==> src/rtl/divisor_iterativo.sv <==
// Iterative restoring divider: one quotient bit per clock, signed or unsigned,
// fixed latency of tamanyo+2 cycles from the accepting edge to Done.
module divisor_iterativo #(
  parameter int tamanyo = 16
) (
  input  logic               CLK,
  input  logic               RST,
  input  logic               Start,
  input  logic               Signo,
  input  logic [tamanyo-1:0] Num,
  input  logic [tamanyo-1:0] Den,
  output logic [tamanyo-1:0] Coc,
  output logic [tamanyo-1:0] Res,
  output logic               Done,
  output logic               Busy,
  output logic               DivZero
);

  localparam int            CW     = $clog2(tamanyo);
  localparam logic [CW-1:0] ULTIMA = CW'(tamanyo - 1);

  typedef enum logic [1:0] {IDLE, OP, FIX, FIN} estado_t;

  estado_t            estado, estado_sig;
  logic [CW-1:0]      cuenta;
  logic [tamanyo-1:0] resto;
  logic [tamanyo-1:0] cociente;
  logic [tamanyo-1:0] divisor;
  logic               neg_num, neg_den, den_cero;

  logic [tamanyo:0]   resto_desp;
  logic [tamanyo-1:0] resto_resta;
  logic               bit_coc;
  logic [tamanyo-1:0] coc_fix, res_fix;

  // NOTE: state registers use non-blocking assignments so every flop samples
  // pre-edge values, regardless of the order the always blocks are evaluated.
  always_ff @(posedge CLK) begin
    if (RST) estado <= IDLE;
    else     estado <= estado_sig;
  end

  // NOTE: every output of this block gets a default first, so no path through
  // the case statement can leave one unassigned and infer a latch.
  always_comb begin
    estado_sig = estado;
    Done       = 1'b0;
    Busy       = 1'b1;
    case (estado)
      IDLE: begin
        Busy = 1'b0;
        if (Start) estado_sig = OP;
      end
      OP:      if (cuenta == ULTIMA) estado_sig = FIX;
      FIX:     estado_sig = FIN;
      FIN: begin
        Done       = 1'b1;
        estado_sig = IDLE;
      end
      default: estado_sig = IDLE;
    endcase
  end

  // One restoring step: shift in the next dividend bit, subtract if it fits.
  // The difference only needs the low bits, since a kept result is below divisor.
  always_comb begin
    resto_desp  = {resto, cociente[tamanyo-1]};
    resto_resta = resto_desp[tamanyo-1:0] - divisor;
    bit_coc     = (resto_desp >= {1'b0, divisor});
  end

  // Sign fix-up on magnitudes; a zero divisor forces the all-ones quotient,
  // while the remainder already equals the captured dividend.
  always_comb begin
    coc_fix = (neg_num ^ neg_den) ? -cociente : cociente;
    if (den_cero) coc_fix = '1;
    res_fix = neg_num ? -resto : resto;
  end

  always_ff @(posedge CLK) begin
    if (RST) begin
      cuenta   <= '0;
      resto    <= '0;
      cociente <= '0;
      divisor  <= '0;
      neg_num  <= 1'b0;
      neg_den  <= 1'b0;
      den_cero <= 1'b0;
      Coc      <= '0;
      Res      <= '0;
      DivZero  <= 1'b0;
    end else begin
      case (estado)
        IDLE: if (Start) begin
          neg_num  <= Signo & Num[tamanyo-1];
          neg_den  <= Signo & Den[tamanyo-1];
          cociente <= (Signo && Num[tamanyo-1]) ? -Num : Num;
          divisor  <= (Signo && Den[tamanyo-1]) ? -Den : Den;
          den_cero <= (Den == '0);
          resto    <= '0;
          cuenta   <= '0;
        end
        OP: begin
          resto    <= bit_coc ? resto_resta : resto_desp[tamanyo-1:0];
          cociente <= {cociente[tamanyo-2:0], bit_coc};
          cuenta   <= cuenta + 1'b1;
        end
        FIX: begin
          Coc     <= coc_fix;
          Res     <= res_fix;
          DivZero <= den_cero;
        end
        default: ;
      endcase
    end
  end

endmodule

==> config.mk <==
export PLATFORM = sky130hd
export DESIGN_NAME = divisor_iterativo
export DESIGN_NICKNAME = d
export VERILOG_FILES = /design/src/rtl/divisor_iterativo.sv
export SDC_FILE = /design/constraint.sdc
export NUM_CORES = 1
export LEC_CHECK = 0
export ABC_CLOCK_PERIOD_IN_PS = 3000
export BUFFER_PORTS_ARGS = -buffer_cell sky130_fd_sc_hd__clkbuf_2
export CAP_MARGIN = 20
export CORE_MARGIN = 1
export CORE_UTILIZATION = 43
export CTS_CLUSTER_SIZE = 24
export DETAILED_ROUTE_END_ITERATION = 12
export PLACE_DENSITY = 0.6
export RECOVER_POWER = 50
export SYNTH_ARGS = -nofsm -noshare
export SYNTH_HDL_FRONTEND = slang
export SYNTH_SLANG_ARGS = --single-unit
==> constraint.sdc <==
create_clock -name CLK -period 3 [get_ports CLK]
set_input_delay 0.45 -clock CLK [delete_from_list [all_inputs] [get_ports CLK]]
set_output_delay 0.45 -clock CLK [all_outputs]
set_load 0.01 [all_outputs]
* After elaboration in Yosys (flattened, before gate mapping)
Index checks and enable logic that the tools add are counted.
** Operators by class
- Multiplexer cells :: 17
- Order comparisons :: 1
- Add/sub/neg operators :: 6
- Equal/unequal tests :: 6
- Bitwise logic cells :: 3
- Reductions and logical operators :: 8
** Operators by type and width (count)
- $mux 16 :: 8
- $neg 16->16 :: 4
- $pmux 16 s2 :: 2
- $ge 17x16->1 :: 1
- $logic_not 16->1 :: 1
- $sub 16x16->16 :: 1
- $pmux 2 s4 :: 1
- $pmux 4 s2 :: 1
- $reduce_and 2->1 :: 3
- $add 4x1->4 const B :: 1
- $eq 2x2->1 const B :: 2
- $eq 4x4->1 const B :: 1
- $mux 2 :: 2
- $mux 4 :: 1
- $ne 2x2->1 const B :: 2
- $and 1x1->1 :: 2
- $eq 2x1->1 const B :: 1
- $logic_and 1x1->1 :: 2
- $logic_not 2->1 :: 1
- $mux 1 :: 2
- $reduce_bool 2->1 :: 1
- $xor 1x1->1 :: 1
** Word-level totals
- Logic and storage cells :: 52
- Output and inout bits :: 35
- Register bits :: 90
- Input bits :: 36

* Depth between registers and ports, before layout
- Depth after elaboration :: 4
- Gate-level depth with buffers :: 12
- Mapped depth without buffers :: 11

* Least setup slack after synthesis
OpenSTA, ideal clock, no wires.
- Kind :: flip-flop to flip-flop
- Start :: reg resto[13]
- End :: reg resto[7]
- Path buffers :: 2
- Period minus slack after synthesis :: 2.370 ns
- Setup slack :: 0.630 ns
- Library setup time :: 0.128 ns
- Cell stages (with the launch flop) :: 11
- Data required time :: 2.872 ns
- Arrival :: 2.242 ns
- Path through :: dfxtp_1 > ha_1 > and2_1 > or2_0 > a211oi_1 > a21boi_1 > a21boi_0 > buf_2 > buf_6 > mux2i_1 > o21ai_0
** On the way
- Longest elaborated chain between the ends :: 3
** Ends and longest elaborated chain
- start: declaration :: RTL line 26 : logic [tamanyo-1:0] resto;
- start signal: assignment :: RTL line 104 : resto <= bit_coc ? resto_resta : resto_desp[tamanyo-1:0];
- $ge 17x16->1 :: RTL line 69 : bit_coc = (resto_desp >= {1'b0, divisor});
- $mux 16 :: RTL line 104
- $pmux 16 s2 :: RTL line 93 : case (estado)
No other way between the ends.
A chain may end at the register's enable or synchronous reset.

* Worst setup path in the final report
- Start :: reg resto[13]
- End :: reg resto[9]
Same word-level chain as after synthesis.

==> summary.md <==
| Metric | Value |
|---|---|
| Clock Sink Count | 90 |
| Synth Register Bits | 90 |
| CP Launch Type | flip-flop |
| CP Class | flip-flop to flip-flop |
| Final hold violation count | 0 |
| Largest net degree at the start of global routing | 75 |
| Skew final | 0.00342 ns |
| Reg clk slew, reported paths | approximately 0.06 ns |
| Initial antenna violation count | 0 |
| Hold path endpoint | divisor[15]$_SDFFE_PP0P_ |
| Multi-input logic area | 3480 um2 |
| Die area | 13,400 um2 |
| Worst-Skew Late Latency | 0.35 ns |
| Setup bufs post-CTS | 0 |
| Gr ovfl total | 0 |
| Max Clk Rate | ~370 MHz |
| Worst r2r dst | resto[9]$_SDFFE_PP0P_ |
| Rel. slew slack | 0.0732 |
| CTS buffer count | 9 |
| Sequential fraction of the synthesis area | 0.323 |
| Post-Syn Instances | 728 |
| Cells on Worst Hold Path | 3 |
| Post-detail-place hpwl | 10,900 um |
| CTS root buf | clkbuf_16 |
| NetSw | 2.64 mW |
| Clock Power Share | 0.194 |
| Fill cells | 1,297 |
| Fin nets | roughly 840 |
| Max stage delay on crit path | about 0.43 ns |
| Pin slew with the least headroom to its limit | 1.39 ns |
| P_int | 3.53 mW |
| GRT Total Usage | 0.225 |
| Yosys warns | 0 |
| Hold Path Origin | Den[15] |
| Die H | 116 um |
| Routed wire per std cell | 15.0 um |
| Initial DRC Count | 384 |
| Vias in the first global route | roughly 4,700 |
| R2R Setup Slk | 0.29 ns |
| Switching share of total power | 0.428 |
| Arr. time, crit path | between 2 and 3 ns |
| Pwr/cell area | 977 nW/um2 |
| Row cnt | 41 |
| Leak | 2.56 nW |
| TNS Setup | 0 ns |
| Count of pins over their slew limit | 0 |
| Avg Inst Size Synth | 7.67 um2 |
| Hold_buf cts | 0 |
| Detailed-route wire length | approximately 14,000 um |
| Number of I/O pins | 71 |
| Yosys cell types | 51 |
| Die width | about 120 um |
| Crit path cell chain | ha_1 > and2_1 > or2_0 > a211oi_1 > a21boi_1 > a21boi_2 > buf_4 > nand2b_1 > a32o_1 |
| RePlAce Congestion | between 0.8 and 0.9 |
| Worst Reg2Reg Path Length in Cells | 9 |
| Area of the core | 12,600 um2 |
| Final ANT Viol Nets | 0 |
| Storage cell area | roughly 1800 um2 |
| Inserted Diodes | 0 |
| Residual DRC | 0 |
| Htree depth | 3 |
| Overall power | 6.17 mW |
| Final setup violation count | 0 |
| TritonCTS clock tree | done |
| Min cycle time layout | 2.71 ns |
| RSZ-0062 raised after global routing | no |
| Combinational Power Share | 0.517 |
| Via density | 5.38 |
| Post-synthesis async set-or-reset flop share | 0 |
| Status | finished, final reports clean |
| Port-buffer cells | 70 |
| Worst-path fanout max | 16 |
| Seq pwr share | 0.288 |
| Net Count, Synth | 790 |
| Required @ worst endpoint | between 3 and 4 ns |
| Post-CTS sizing | 0 |
| Worst r2r src | resto[13]$_SDFFE_PP0P_ |
| Peak VDD IR | 0.000399 V |
| TritonRoute pass-1 iters | 5 |
| Most used DFF post-synth | dfxtp_1 |
| Hold crit path type | primary input to flip-flop |
| Bufs on Longest Clock Path | 2 |
| Starting Density | 0.443 |
| Via Count | 5,136 |
| Layout cells sized above 1 | 0.0792 |
| Cell Area, Synth | 5590 um2 |
| First-pass GRT wire length | approximately 24,000 um |
| Layout area overhead | 13.0% |
| CP max stage cell | dfxtp_1 |
| Number of enable flip-flop cells after synthesis | 0 |
| Period utilization | 0.903 |
| Max cap viols | 0 |
| Crit. End Element | flip-flop |
placed cells by master, fill, tap and decap left out, types with 3 or more instances in the layout:
cell type  Yosys  layout
o21ai_0       54      54
xor2_1        30      30
clkbuf_2       0      35
clkbuf_16      0       9
nand2_1       88      88
inv_1         36      36
or4_1          5       5
dfxtp_1       90      90
a211oi_1      29      29
ha_1          25      25
and2_1         7       6
nor4_1         7       7
and3_1         7       7
or3_1          7       7
o22ai_1       10      10
mux2i_1       24      24
a32oi_1        3       3
nor2_1        92      92
a311oi_1       4       4
or2_2          3       3
nand2b_1       8       8
a21o_1         7       7
o31ai_1        8       8
nor3_1         9       9
nand3_1        9       9
a21oi_1       50      50
a31oi_1        6       6
o41ai_1        7       7
buf_4          0       8
xnor2_1       35      35
clkbuf_1      32      41
metal layers:
layer / vias up / track usage / routed length (um)
met5: - / 0 / 0
met4: 0 / 0.0829 / 228
met3: 14 / 0.0314 / 597
met2: 125 / 0.357 / 6170
met1: 2348 / 0.310 / 7370
li1: 2649 / - / -
logic make-up (layout without fill, tap and decap cells):
family | after synthesis | in the layout | synth area share
and+or+nand+nor | 250 | 250 | 0.198
AOI/OAI and AO/OA | 195 | 195 | 0.218
DFF | 90 | 90 | 0.323
buffers and inverters | 77 | 132 | 0.0549
xor gates and xnor gates | 65 | 65 | 0.102
adders and majority gates | 26 | 26 | 0.0596
muxes | 25 | 25 | 0.0450
registers in the layout (all words and copies together) (netlist names):
signal    flops
Coc          16
DivZero       1
Res          16
cociente     16
cuenta        4
den_cero      1
divisor      16
estado        2
neg_den       1
neg_num       1
resto        16
metrics by stage:
stage,std cells,utilization,worst slack [ns],hold slack (ns),area [um2]
5_1_grt,955,0.500,0.0977,0.391,6310
2_1_floorplan,728,-,0.630,0.432,5590
4_1_cts,955,0.505,0.332,0.372,6370
6_report,955,0.500,0.290,0.378,6310
3_3_place_gp,940,0.481,0.387,0.448,6070
3_5_place_dp,940,0.481,0.352,0.454,6070
power by group through the flow:
stage                     Clock [mW]  Combinational [mW]  Sequential, mW
after floorplan                    0                2.42            1.78
after global placement             0                3.20            1.79
after detailed placement           0                3.22            1.80
after CTS                       1.22                3.23            1.78
after global routing            1.28                3.59            1.83
final                           1.20                3.19            1.78
worst max path at each step:
| stage | start | end | slack (ns) | cells after the start |
|---|---|---|---|---|
| 6_report | resto[13]$_SDFFE_PP0P_ | resto[9]$_SDFFE_PP0P_ | 0.29 | 9 |
| 5_1_grt | cociente[15]$_SDFFE_PP0P_ | resto[14]$_SDFFE_PP0P_ | 0.1 | 11 |
| 4_1_cts | cociente[15]$_SDFFE_PP0P_ | resto[14]$_SDFFE_PP0P_ | 0.33 | 11 |
| 3_5_place_dp | resto[13]$_SDFFE_PP0P_ | resto[9]$_SDFFE_PP0P_ | 0.35 | 9 |
| 3_3_place_gp | cociente[15]$_SDFFE_PP0P_ | resto[14]$_SDFFE_PP0P_ | 0.39 | 11 |
| 2_1_floorplan | resto[13]$_SDFFE_PP0P_ | resto[7]$_SDFFE_PP0P_ | 0.63 | 10 |
Yosys cell counts (all sizes together), types with 10 or more instances:
master  instances  area share
nor2           92       0.062
dfxtp          90        0.32
nand2          88       0.059
o21ai          54       0.048
a21oi          50       0.045
inv            36       0.024
xnor2          35       0.055
clkbuf         32       0.022
xor2           30       0.047
a211oi         29       0.039
ha             25       0.056
mux2i          24       0.043
o22ai          10       0.011
critical path: cells and delay by family, from the launching register on:
family | cells | cell delay (ns)
AO/OA/AOI/OAI | 4 | 1.08
adder cells (fa/ha/maj) | 1 | 0.31
AND/OR/NAND/NOR | 3 | 0.47
flip-flops | 1 | 0.43
buffers and inverters | 1 | 0.30
cell type report:
cell class,instances,share of cell area
well taps,172,0.0341
clock inverters,3,0.0103
multi-input cells,561,0.551
clock buffers,12,0.0375
inverters,36,0.0214
repair buffers,81,0.0599
flip-flops and latches,90,0.285
Power figures use the tool's default switching activity.
